File: src/rtl/loong_pkg.sv
// Shared LOONG definitions: nibble type, S-box, FSM states and the
// round-constant / key-update helpers used by the key schedule.
package loong_pkg;

    localparam int NIBBLES     = 16;   // nibbles per round key
    localparam int KEY_NIBBLES = 32;   // nibbles in the master key register

    typedef logic [3:0] nibble_t;

    typedef enum logic [1:0] {
        IDLE = 2'd0,
        RUN  = 2'd1,
        DONE = 2'd2
    } state_e;

    localparam logic [5:0] RC_INIT = 6'h01;

    localparam nibble_t LOONG_SBOX [16] = '{
        4'hC, 4'h5, 4'h6, 4'hB, 4'h9, 4'h0, 4'hA, 4'hD,
        4'h3, 4'hE, 4'hF, 4'h8, 4'h4, 4'h7, 4'h1, 4'h2
    };

    // 6-bit round-constant LFSR step: shift left, feed back rc5 ^ rc4 ^ 1.
    function automatic logic [5:0] rc_next(input logic [5:0] rc);
        return {rc[4:0], rc[5] ^ rc[4] ^ 1'b1};
    endfunction

    // Key register update between rounds: rotate left by one byte, then
    // substitute the top nibble (the one that ends up there after the rotate).
    function automatic logic [KEY_NIBBLES*4-1:0] key_step(input logic [KEY_NIBBLES*4-1:0] k);
        logic [KEY_NIBBLES*4-1:0] r;
        r = {k[KEY_NIBBLES*4-9:0], k[KEY_NIBBLES*4-1 -: 8]};
        r[KEY_NIBBLES*4-1 -: 4] = LOONG_SBOX[r[KEY_NIBBLES*4-1 -: 4]];
        return r;
    endfunction

    // Round key = low 16 nibbles of the key register with the constant
    // folded into nibbles 0 and 1.
    function automatic logic [NIBBLES*4-1:0] round_key_of(input logic [KEY_NIBBLES*4-1:0] k,
                                                          input logic [5:0] rc);
        logic [NIBBLES*4-1:0] r;
        r      = k[NIBBLES*4-1:0];
        r[3:0] = r[3:0] ^ rc[3:0];
        r[7:4] = r[7:4] ^ {2'b00, rc[5:4]};
        return r;
    endfunction

endpackage

File: src/rtl/loong_rc_lfsr.sv
// Round-constant generator for the key schedule. rc_d is the value the
// register takes at the next edge, so the schedule can register a round key
// that already includes the constant for the key it is about to present.
module loong_rc_lfsr
    import loong_pkg::*;
(
    input  logic       clk,
    input  logic       reset,
    input  logic       load,
    input  logic       step,
    output logic [5:0] rc_d
);

    logic [5:0] rc_q;

    // Next constant: reload on a new run, advance on each consumed key.
    always_comb begin
        rc_d = rc_q;
        if (load)
            rc_d = RC_INIT;
        else if (step)
            rc_d = rc_next(rc_q);
    end

    // Constant register, back to the initial value on reset.
    always_ff @(posedge clk) begin
        if (reset)
            rc_q <= RC_INIT;
        else
            rc_q <= rc_d;
    end

endmodule

File: src/rtl/loong_key_schedule.sv
// LOONG key schedule: latches a 128-bit master key on start and streams
// ROUNDS+1 round keys (index 0 = whitening key) over a valid/ready handshake.
// All outputs come straight from registers, so rk_ready never reaches
// round_key combinationally.
module loong_key_schedule
    import loong_pkg::*;
#(
    parameter  int ROUNDS = 16,
    localparam int IDXW   = $clog2(ROUNDS + 1)
) (
    input  logic              clk,
    input  logic              reset,
    input  logic              start,
    input  logic [3:0][31:0]  master_key,
    input  logic              rk_ready,
    output logic [3:0][15:0]  round_key,
    output logic              rk_valid,
    output logic [IDXW-1:0]   round_idx,
    output logic              busy,
    output logic              done
);

    state_e                       state, state_nxt;
    logic [KEY_NIBBLES*4-1:0]     key_reg, key_nxt;
    logic [5:0]                   rc_d;
    logic                         accept;   // start taken in IDLE
    logic                         xfer;     // key handed to the encryptor
    logic                         last;     // that key was index ROUNDS
    logic                         advance;  // move on to the next key

    assign accept  = (state == IDLE) && start;
    assign xfer    = (state == RUN) && rk_valid && rk_ready;
    assign last    = xfer && (round_idx == IDXW'(ROUNDS));
    assign advance = xfer && !last;

    loong_rc_lfsr u_rc (
        .clk   (clk),
        .reset (reset),
        .load  (accept),
        .step  (advance),
        .rc_d  (rc_d)
    );

    // Run control: one pass through RUN per accepted start, DONE lasts one cycle.
    always_comb begin
        state_nxt = state;
        case (state)
            IDLE:    if (start) state_nxt = RUN;
            RUN:     if (last)  state_nxt = DONE;
            DONE:    state_nxt = IDLE;
            default: state_nxt = IDLE;
        endcase
    end

    // State register.
    always_ff @(posedge clk) begin
        if (reset)
            state <= IDLE;
        else
            state <= state_nxt;
    end

    // Key register contents for the next cycle: latch or expand one round.
    always_comb begin
        key_nxt = key_reg;
        if (accept)
            key_nxt = master_key;
        else if (advance)
            key_nxt = key_step(key_reg);
    end

    // Key register.
    always_ff @(posedge clk) begin
        if (reset)
            key_reg <= '0;
        else
            key_reg <= key_nxt;
    end

    // Output stage: present the key for the next index, hold while stalled,
    // clear once the final key has been taken.
    always_ff @(posedge clk) begin
        if (reset) begin
            round_key <= '0;
            rk_valid  <= 1'b0;
            round_idx <= '0;
        end else if (accept) begin
            round_key <= round_key_of(key_nxt, rc_d);
            rk_valid  <= 1'b1;
            round_idx <= '0;
        end else if (last) begin
            round_key <= '0;
            rk_valid  <= 1'b0;
            round_idx <= '0;
        end else if (advance) begin
            round_key <= round_key_of(key_nxt, rc_d);
            round_idx <= round_idx + 1'b1;
        end
    end

    assign busy = (state == RUN);
    assign done = (state == DONE);

endmodule

File: config.mk
export PLATFORM = sky130hd
export DESIGN_NAME = loong_key_schedule
export DESIGN_NICKNAME = d
export VERILOG_FILES = /design/src/rtl/loong_pkg.sv /design/src/rtl/loong_rc_lfsr.sv /design/src/rtl/loong_key_schedule.sv
export SDC_FILE = /design/constraint.sdc
export NUM_CORES = 1
export LEC_CHECK = 0
export ABC_AREA = 1
export CELL_PAD_IN_SITES_DETAIL_PLACEMENT = 1
export CELL_PAD_IN_SITES_GLOBAL_PLACEMENT = 2
export CORE_MARGIN = 1
export CORE_UTILIZATION = 37
export DETAILED_ROUTE_END_ITERATION = 10
export DONT_BUFFER_PORTS = 1
export PLACE_DENSITY = 0.93
export SLEW_MARGIN = 15
export SYNTH_ARGS = -nofsm -noshare
export SYNTH_HDL_FRONTEND = slang
export SYNTH_HIERARCHICAL = 1
export SYNTH_SLANG_ARGS = --single-unit
File: constraint.sdc
create_clock -name clk -period 5.1 [get_ports clk]
set_clock_uncertainty 0.1 [all_clocks]
set_input_delay 0.255 -clock clk [delete_from_list [all_inputs] [get_ports clk]]
set_output_delay 0.255 -clock clk [all_outputs]
set_load 0.02 [all_outputs]
Yosys cells after proc, flatten, opt, wreduce, memory -nomap -nowiden
Memory sizes are Yosys's and may differ from the RTL's.
Cells that the tools add are included.
{ "word_totals": {"reg_bits": 206, "latch_bits": 0, "mem_bits_rw": 0, "rom_bits": 64, "in_bits": 132, "out_inout_bits": 72, "wordCells": 49, "n_memories": 1} }
{ "classes": {"addsub": 1, "mul": 0, "n_div": 0, "n_lt_le_gt_ge": 1, "eq_ne": 5, "shift": 0, "mux": 14, "bitwise": 5, "reduce_logical": 12} }
{ "memory_table": {"columns": ["memory", "words", "width", "read_ports", "rd_ports_with_merged_regs", "write_ports", "line", "text"], "rows": [
  ["(name not given)", 16, 4, 1, 0, 0, "loong_pkg.sv:33", "r[KEY_NIBBLES*4-1 -: 4] = LOONG_SBOX[r[KEY_NIBBLES*4-1 -: 4]];"]
]} }
{ "ops": {"columns": ["op", "count"], "rows": [
  ["$mux W128", 2],
  ["$mux W64", 3],
  ["$mux W6", 2],
  ["$mux W4", 2],
  ["$add A5 B1 Y5 const B", 1],
  ["$eq A5 B5 Y1 const B", 1],
  ["$ge A5 B5 Y1 const B", 1],
  ["$logic_and A1 B1 Y1", 5],
  ["$not A4 Y5", 1],
  ["$mux W2", 2],
  ["$pmux W2 S2", 1],
  ["$reduce_bool A2 Y1", 2],
  ["$xor A4 B2 Y4", 1],
  ["$xor A4 B4 Y4", 1],
  ["$reduce_bool A3 Y1", 1],
  ["$reduce_or A3 Y1", 1],
  ["$eq A2 B1 Y1 const B", 1],
  ["$eq A2 B2 Y1 const B", 1],
  ["$logic_not A2 Y1", 1],
  ["$mux W1", 2],
  ["$ne A2 B1 Y1 const B", 1],
  ["$ne A2 B2 Y1 const B", 1],
  ["$reduce_and A2 Y1", 1],
  ["$logic_not A1 Y1", 1],
  ["other kinds (2)", 2]
]} }

Longest topological paths before layout
{ "logic_depth": {"word_depth": 12, "ltp_mapped": 18, "ltp_nobuf": 15} }

Modules after synthesis
Netlist, hierarchy kept.
{ "by_module_without_submodules": {"columns": ["mod", "instances", "cells_each", "area_per_inst_um2", "seq_area_each_um2"], "rows": [
  ["loong_key_schedule", 1, 1234, 8734.6, 4003.8],
  ["loong_rc_lfsr", 1, 46, 322.8, 120.1]
]} }

Worst setup path after synthesis
Ideal clock, no wire load.
{ "synth_timing": {"path_kind": "register -> register", "from": "register round_idx[0]", "to": "register round_key[0] (netlist name)", "setup_ns": 0.132, "t_arrival_ns": 2.164, "required_time_ns": 4.868, "setup_slack_ns": 2.704, "stages_incl_launch_ff": 19, "n_path_buf": 4, "synth_period_minus_slack_ns": 2.396, "path_cell_list": "dfxtp_1 -> inv_1 -> ha_1 -> nand2_1 -> inv_1 -> nand2_2 -> nand2_2 -> buf_6 -> clkinv_2 -> buf_6 -> buf_4 -> buf_6 -> inv_2 -> a21oi_4 -> nand2_1 -> inv_1 -> nand4_1 -> nand3_1 -> a21oi_1"} }
{ "synth_via": {"elab_chain_len": 10, "elab_cells_between_ends": 13, "cone_classes": "eq/ne (1); mux (7); bitwise (1); reduce/logical (4)"} }
{ "synth_lines": {"columns": ["element", "line", "text"], "rows": [
  ["start, declared", "loong_key_schedule.sv:18", "output logic [IDXW-1:0] round_idx,"],
  ["start signal, assigned", "loong_key_schedule.sv:97", "round_idx <= round_idx + 1'b1;"],
  ["$eq A5 B5 Y1 *", "loong_key_schedule.sv:33", "assign last = xfer && (round_idx == IDXW'(ROUNDS));"],
  ["$logic_and A1 B1 Y1 *", "loong_key_schedule.sv:33", null],
  ["$logic_not A1 Y1 *", "loong_key_schedule.sv:34", "assign advance = xfer && !last;"],
  ["$logic_and A1 B1 Y1 *", "loong_key_schedule.sv:34", null],
  ["net advance", "loong_key_schedule.sv:29", "logic advance;"],
  ["$mux W6 *", "loong_rc_lfsr.sv:21", "else if (step)"],
  ["$mux W6 *", "loong_rc_lfsr.sv:19", "if (load)"],
  ["net rc_d[0]", "loong_key_schedule.sv:25", "logic [5:0] rc_d;"],
  ["$xor A4 B4 Y4 *", "loong_pkg.sv:43", "r[3:0] = r[3:0] ^ rc[3:0];"],
  ["$mux W64", "loong_key_schedule.sv:95", "end else if (advance) begin"],
  ["$mux W64", "loong_key_schedule.sv:91", "end else if (last) begin"],
  ["$mux W64 *", "loong_key_schedule.sv:87", "end else if (accept) begin"],
  ["end signal, assigned", "loong_key_schedule.sv:88", "round_key <= round_key_of(key_nxt, rc_d);"],
  ["end signal, assigned", "loong_key_schedule.sv:96", "round_key <= round_key_of(key_nxt, rc_d);"],
  ["end, declared", "loong_key_schedule.sv:16", "output logic [3:0][15:0] round_key,"]
]} }
Mark *: on every way through the listed nets, which the timed path passes. The rest lies on a longest branch. The select of a mux whose other input is x is not followed.
A chain may end at the register's enable or synchronous reset.

Final worst setup path
{ "layout_timing": {"from": "register state[0]", "to": "register key_reg[32]"} }
{ "layout_via": {"elab_chain_len": 8, "elab_cells_between_ends": 10, "cone_classes": "eq/ne (1); mux (2); reduce/logical (7)"} }
{ "layout_lines": {"columns": ["element", "line", "text"], "rows": [
  ["start, declared", "loong_key_schedule.sv:23", "state_e state, state_nxt;"],
  ["start signal, assigned", "loong_key_schedule.sv:60", "state <= state_nxt;"],
  ["$eq A2 B1 Y1", "loong_key_schedule.sv:32", "assign xfer = (state == RUN) && rk_valid && rk_ready;"],
  ["$logic_and A1 B1 Y1 (2 in series)", "loong_key_schedule.sv:32", null],
  ["$logic_and A1 B1 Y1", "loong_key_schedule.sv:33", null],
  ["$logic_not A1 Y1", "loong_key_schedule.sv:34", null],
  ["$logic_and A1 B1 Y1", "loong_key_schedule.sv:34", null],
  ["$mux W128", "loong_key_schedule.sv:68", "else if (advance)"],
  ["$mux W128 *", "loong_key_schedule.sv:66", "if (accept)"],
  ["end signal, assigned", "loong_key_schedule.sv:77", "key_reg <= key_nxt;"],
  ["end, declared", "loong_key_schedule.sv:24", "logic [KEY_NIBBLES*4-1:0] key_reg, key_nxt;"]
]} }
Mark *: on every way between the ends. The rest lies on a longest branch, timed or not. The select of a mux whose other input is x is not followed.

==> summary.md <==
| Metric | Value |
|---|---|
| Outcome | `finished, final reports clean` |
| Number of CTS-inserted buffers | `25` |
| Core ar. | `23800 µm²` |
| Tcrit/Tclk final | `approximately three fifths` |
| Max incr delay on CP | `700 ps` |
| Slowest CP cell | `nor2_4` |
| Critical-path cell list | `inv_1, nand3_2, inv_4, nor2_4, buf_4, o21ai_0, o22ai_1` |
| Min-delay src | `master_key[11]` |
| Synth top area cells | `dfxtp_1 (46%), nand2_1 (18%), inv_1 (6.2%)` |
| Post-layout power | `about 4.2 mW` |
| Area leader, netlist | `dfxtp_1` |
| H-tree Lvls | `1` |
| Leak pwr | `4.78 nW` |
| Max frequency | `0.333 GHz` |
| Drt drc | `0` |
| Pre-CTS setup slack | `between 2000 and 2500 ps` |
| Post-synthesis mux area share | `0%` |
| Mapped Area | `9060 µm²` |
| Starting density of the core | `38.1%` |
| Synthesized instance count | `1280` |
| Die width | `around 160 µm` |
| GRT Util Overall | `25.3%` |
| Peak supply drop | `0.000230 V` |
| FILL cells | `2932` |
| Number of library cell types mapped by synthesis | `33` |
| GR Util met1 | `roughly 30%` |
| Via density | `5.21` |
| Hold Fails Final Rpt | `0` |
| Die extent in y | `158 µm` |
| Syn-to-layout area delta | `23.9%` |
| Setup Fix Bufs, Post-CTS | `0` |
| HP Class | `input port to flip-flop` |
| Clk Latency, worst-skew pair | `520 ps` |
| Simple-gate share of the synthesized area | `25.7%` |
| Adder-cell area share of the yosys netlist | `0.967%` |
| Detailed Route WL | `32000 µm` |
| Post-Synth XOR/XNOR Area | `0%` |
| RSZ-0062 raised after global routing | `false` |
| Area of the multi-input gates | `3950 µm²` |
| Core Util, Final | `47.3%` |
| Drt first pass iters | `7` |
| Vias in the first global route | `9216` |
| Synth top area share | `45.5%` |
| Busiest grt layer | `met2` |
| Global route overflow | `0` |
| Met2 usage | `44.1%` |
| RePlAce Congestion | `about 0.82` |
| Met3 usage | `between 5 and 6%` |
| Number of max-cap violations | `0` |
| Post-synthesis compound-gate area fraction | `roughly 17%` |
| PD cells | `375 nW/µm²` |
| Post-route minimum period | `between 3000 and 4000 ps` |
| Largest family of logic cells by synthesized area | `simple AND/OR/NAND/NOR gates` |
| CP required | `between 5000 and 6000 ps` |
| Largest net degree at the start of global routing | `123` |
| CTS Root Cell | `clkbuf_16` |
| Mean Syn Cell Area | `7.08 µm²` |
| Total number of vias | `~8800` |
| TritonCTS clock tree | `yes` |
| FF+latch area | `4120 µm²` |
| Setup crit end kind | `flip-flop` |
| DPL Wire Length | `19100 µm` |
| WL/cell | `about 19 µm` |
| Crit Path Max Fanout | `72` |
| Crit path arrival time | `3350 ps` |
| Initial antenna violation count | `2` |
| Die Area | `around 25000 µm²` |
| Net count, final | `1497` |
| First-pass GRT wire length | `49500 µm` |
| Worst reg2reg startpoint | `state[0]$_SDFFE_PP0P_` |
| Post-Syn Nets | `1419` |
| Largest register FFs | `between 100 and 150` |
| Post-cts resize count | `0` |
| Sequential area share after synthesis | `45.5%` |
| Synth Warn # | `6` |
| Max clock buf depth | `3` |
| Final WS setup | `~2100 ps` |
| Kind of critical path | `flip-flop to flip-flop` |
| Port bufs | `0` |
| Top Ports | `204` |
| Final ANT Viol Nets | `0` |
| Worst-path clk slew | `approximately 60 ps` |
| Std-Cell Rows | `56` |
| Rel. slew slack | `29.6%` |
| Worst Tran Pin Value | `1060 ps` |
| Crit. Startpoint | `state[0]$_SDFFE_PP0P_` |
| Initial DRC Count | `421` |
| Setup Viol. Count Final | `0` |
| FF+latch count, synth | `206` |
| TNS Setup | `0 ps` |
| Max Transition Viols Final | `0` |
| Layout cells sized above 1 | `roughly 5.2%` |
| Clk sinks | `206` |
| Worst setup SP type | `flip-flop` |
[per-stage QoR]
step	hold slack, ps	std cells	instance area, µm²
3_3_place_gp	237	1524	9110
2_1_floorplan	225	1280	9060
5_1_grt	19.5	1695	11200
4_1_cts	3.83	1693	11200
3_5_place_dp	236	1524	9110
6_report	5.86	1695	11200
[cells in the final DEF (no fill, tap or decap), types with 2 or more instances in the layout]
master         synthesis  routed
nand2_1              425     425
dfxtp_1              206     206
inv_1                149     147
dlygate4sd3_1          0     125
o21ai_0               93      93
nor2_1                81      81
a31oi_1               59      59
nand3_1               52      52
o22ai_1               39      39
clkbuf_16              0      25
a21oi_1               20      20
a32o_1                18      18
o211ai_1              15      15
buf_4                  8       8
ha_1                   7       7
clkinv_2               1       6
inv_2                  4       5
nand4_1                5       5
clkbuf_8               0       4
nand2_2                4       3
nor3_2                 3       3
nor3_1                 3       3
clkbuf_1              43       3
bufinv_16              0       3
diode_2                0       2
nor2_4                 1       2
inv_4                  0       2
nand3_2                2       2
o21ai_2                2       2
[path summary, 6_finish.rpt]
check	end	slack, ps	cells after the start
worst max-delay path	key_reg[32]$_SDFF_PP0_	2090	7
worst min-delay path	round_key[11]$_SDFFE_PP0P_	6	4
worst max register to register	key_reg[32]$_SDFF_PP0_	2090	7
worst min register to register	key_reg[63]$_SDFF_PP0_	370	2
[repair_timing]
action,4_1_cts,5_1_grt
hold buffers,126,0
endpoints found under the hold margin,193,0
setup endpoints to repair,0,0
[layer usage]
metal	part of all wire [%]	vias up
met5	0	-
met4	4.0	0
met3	5.8	66
met2	48	240
met1	42	4239
li1	-	4284
[worst max-delay path, delay by kind of cell, from the launching register on]
kind,cells,cell delay (ps)
simple gates,2,1170
compound gates,2,330
flops,1,370
buf+inv,3,950
[synth_stat cells]
| cell type | count |
|---|---|
| buf_2 | 18 |
| nand3b_1 | 1 |
| clkinv_2 | 1 |
| buf_4 | 8 |
| buf_1 | 7 |
| o21ai_1 | 1 |
| buf_6 | 7 |
| nor3b_1 | 1 |
| nand4_1 | 5 |
| o31ai_1 | 1 |
| nand2_1 | 425 |
| nor2_2 | 2 |
| ha_1 | 7 |
| nand3_1 | 52 |
| o22ai_1 | 39 |
| a21oi_4 | 1 |
| inv_2 | 4 |
| inv_1 | 149 |
| o21ai_2 | 2 |
| nor3_1 | 3 |
| nor2_1 | 81 |
| o21ai_0 | 93 |
| dfxtp_1 | 206 |
| a21oi_1 | 20 |
| nand2_2 | 4 |
| a32o_1 | 18 |
| a31oi_1 | 59 |
| clkbuf_1 | 43 |
| o211ai_1 | 15 |
| nor4_2 | 1 |
| nand3_2 | 2 |
| nor2_4 | 1 |
| nor3_2 | 3 |
[layout make-up]
type	count	area share, %
repair buffers	134	11.9
multi-input cells	837	35.2
clock buffers	32	6.16
diodes	2	0.0446
flip-flops and latches	206	36.7
clock inverters	11	1.21
well taps	319	3.56
inverters	154	5.19
[cell families (layout without fill, tap and decap cells)]
kind of cell,Yosys count,count (layout)
AND/OR/NAND/NOR,581,581
adder cells (fa/ha/maj),7,7
AO/OA/AOI/OAI,249,249
buffers and inverters,237,331
flip-flops,206,206
other,0,2
[power breakdown]
| part | total [mW] | internal [mW] | switching, mW | leakage, nW |
|---|---|---|---|---|
| Sequential | 1.86 | 1.73 | 0.133 | 1.69 |
| Combinational | 0.533 | 0.203 | 0.330 | 2.67 |
| Clock | 1.81 | 1.10 | 0.708 | 0.411 |
Power figures use the tool's default switching activity.
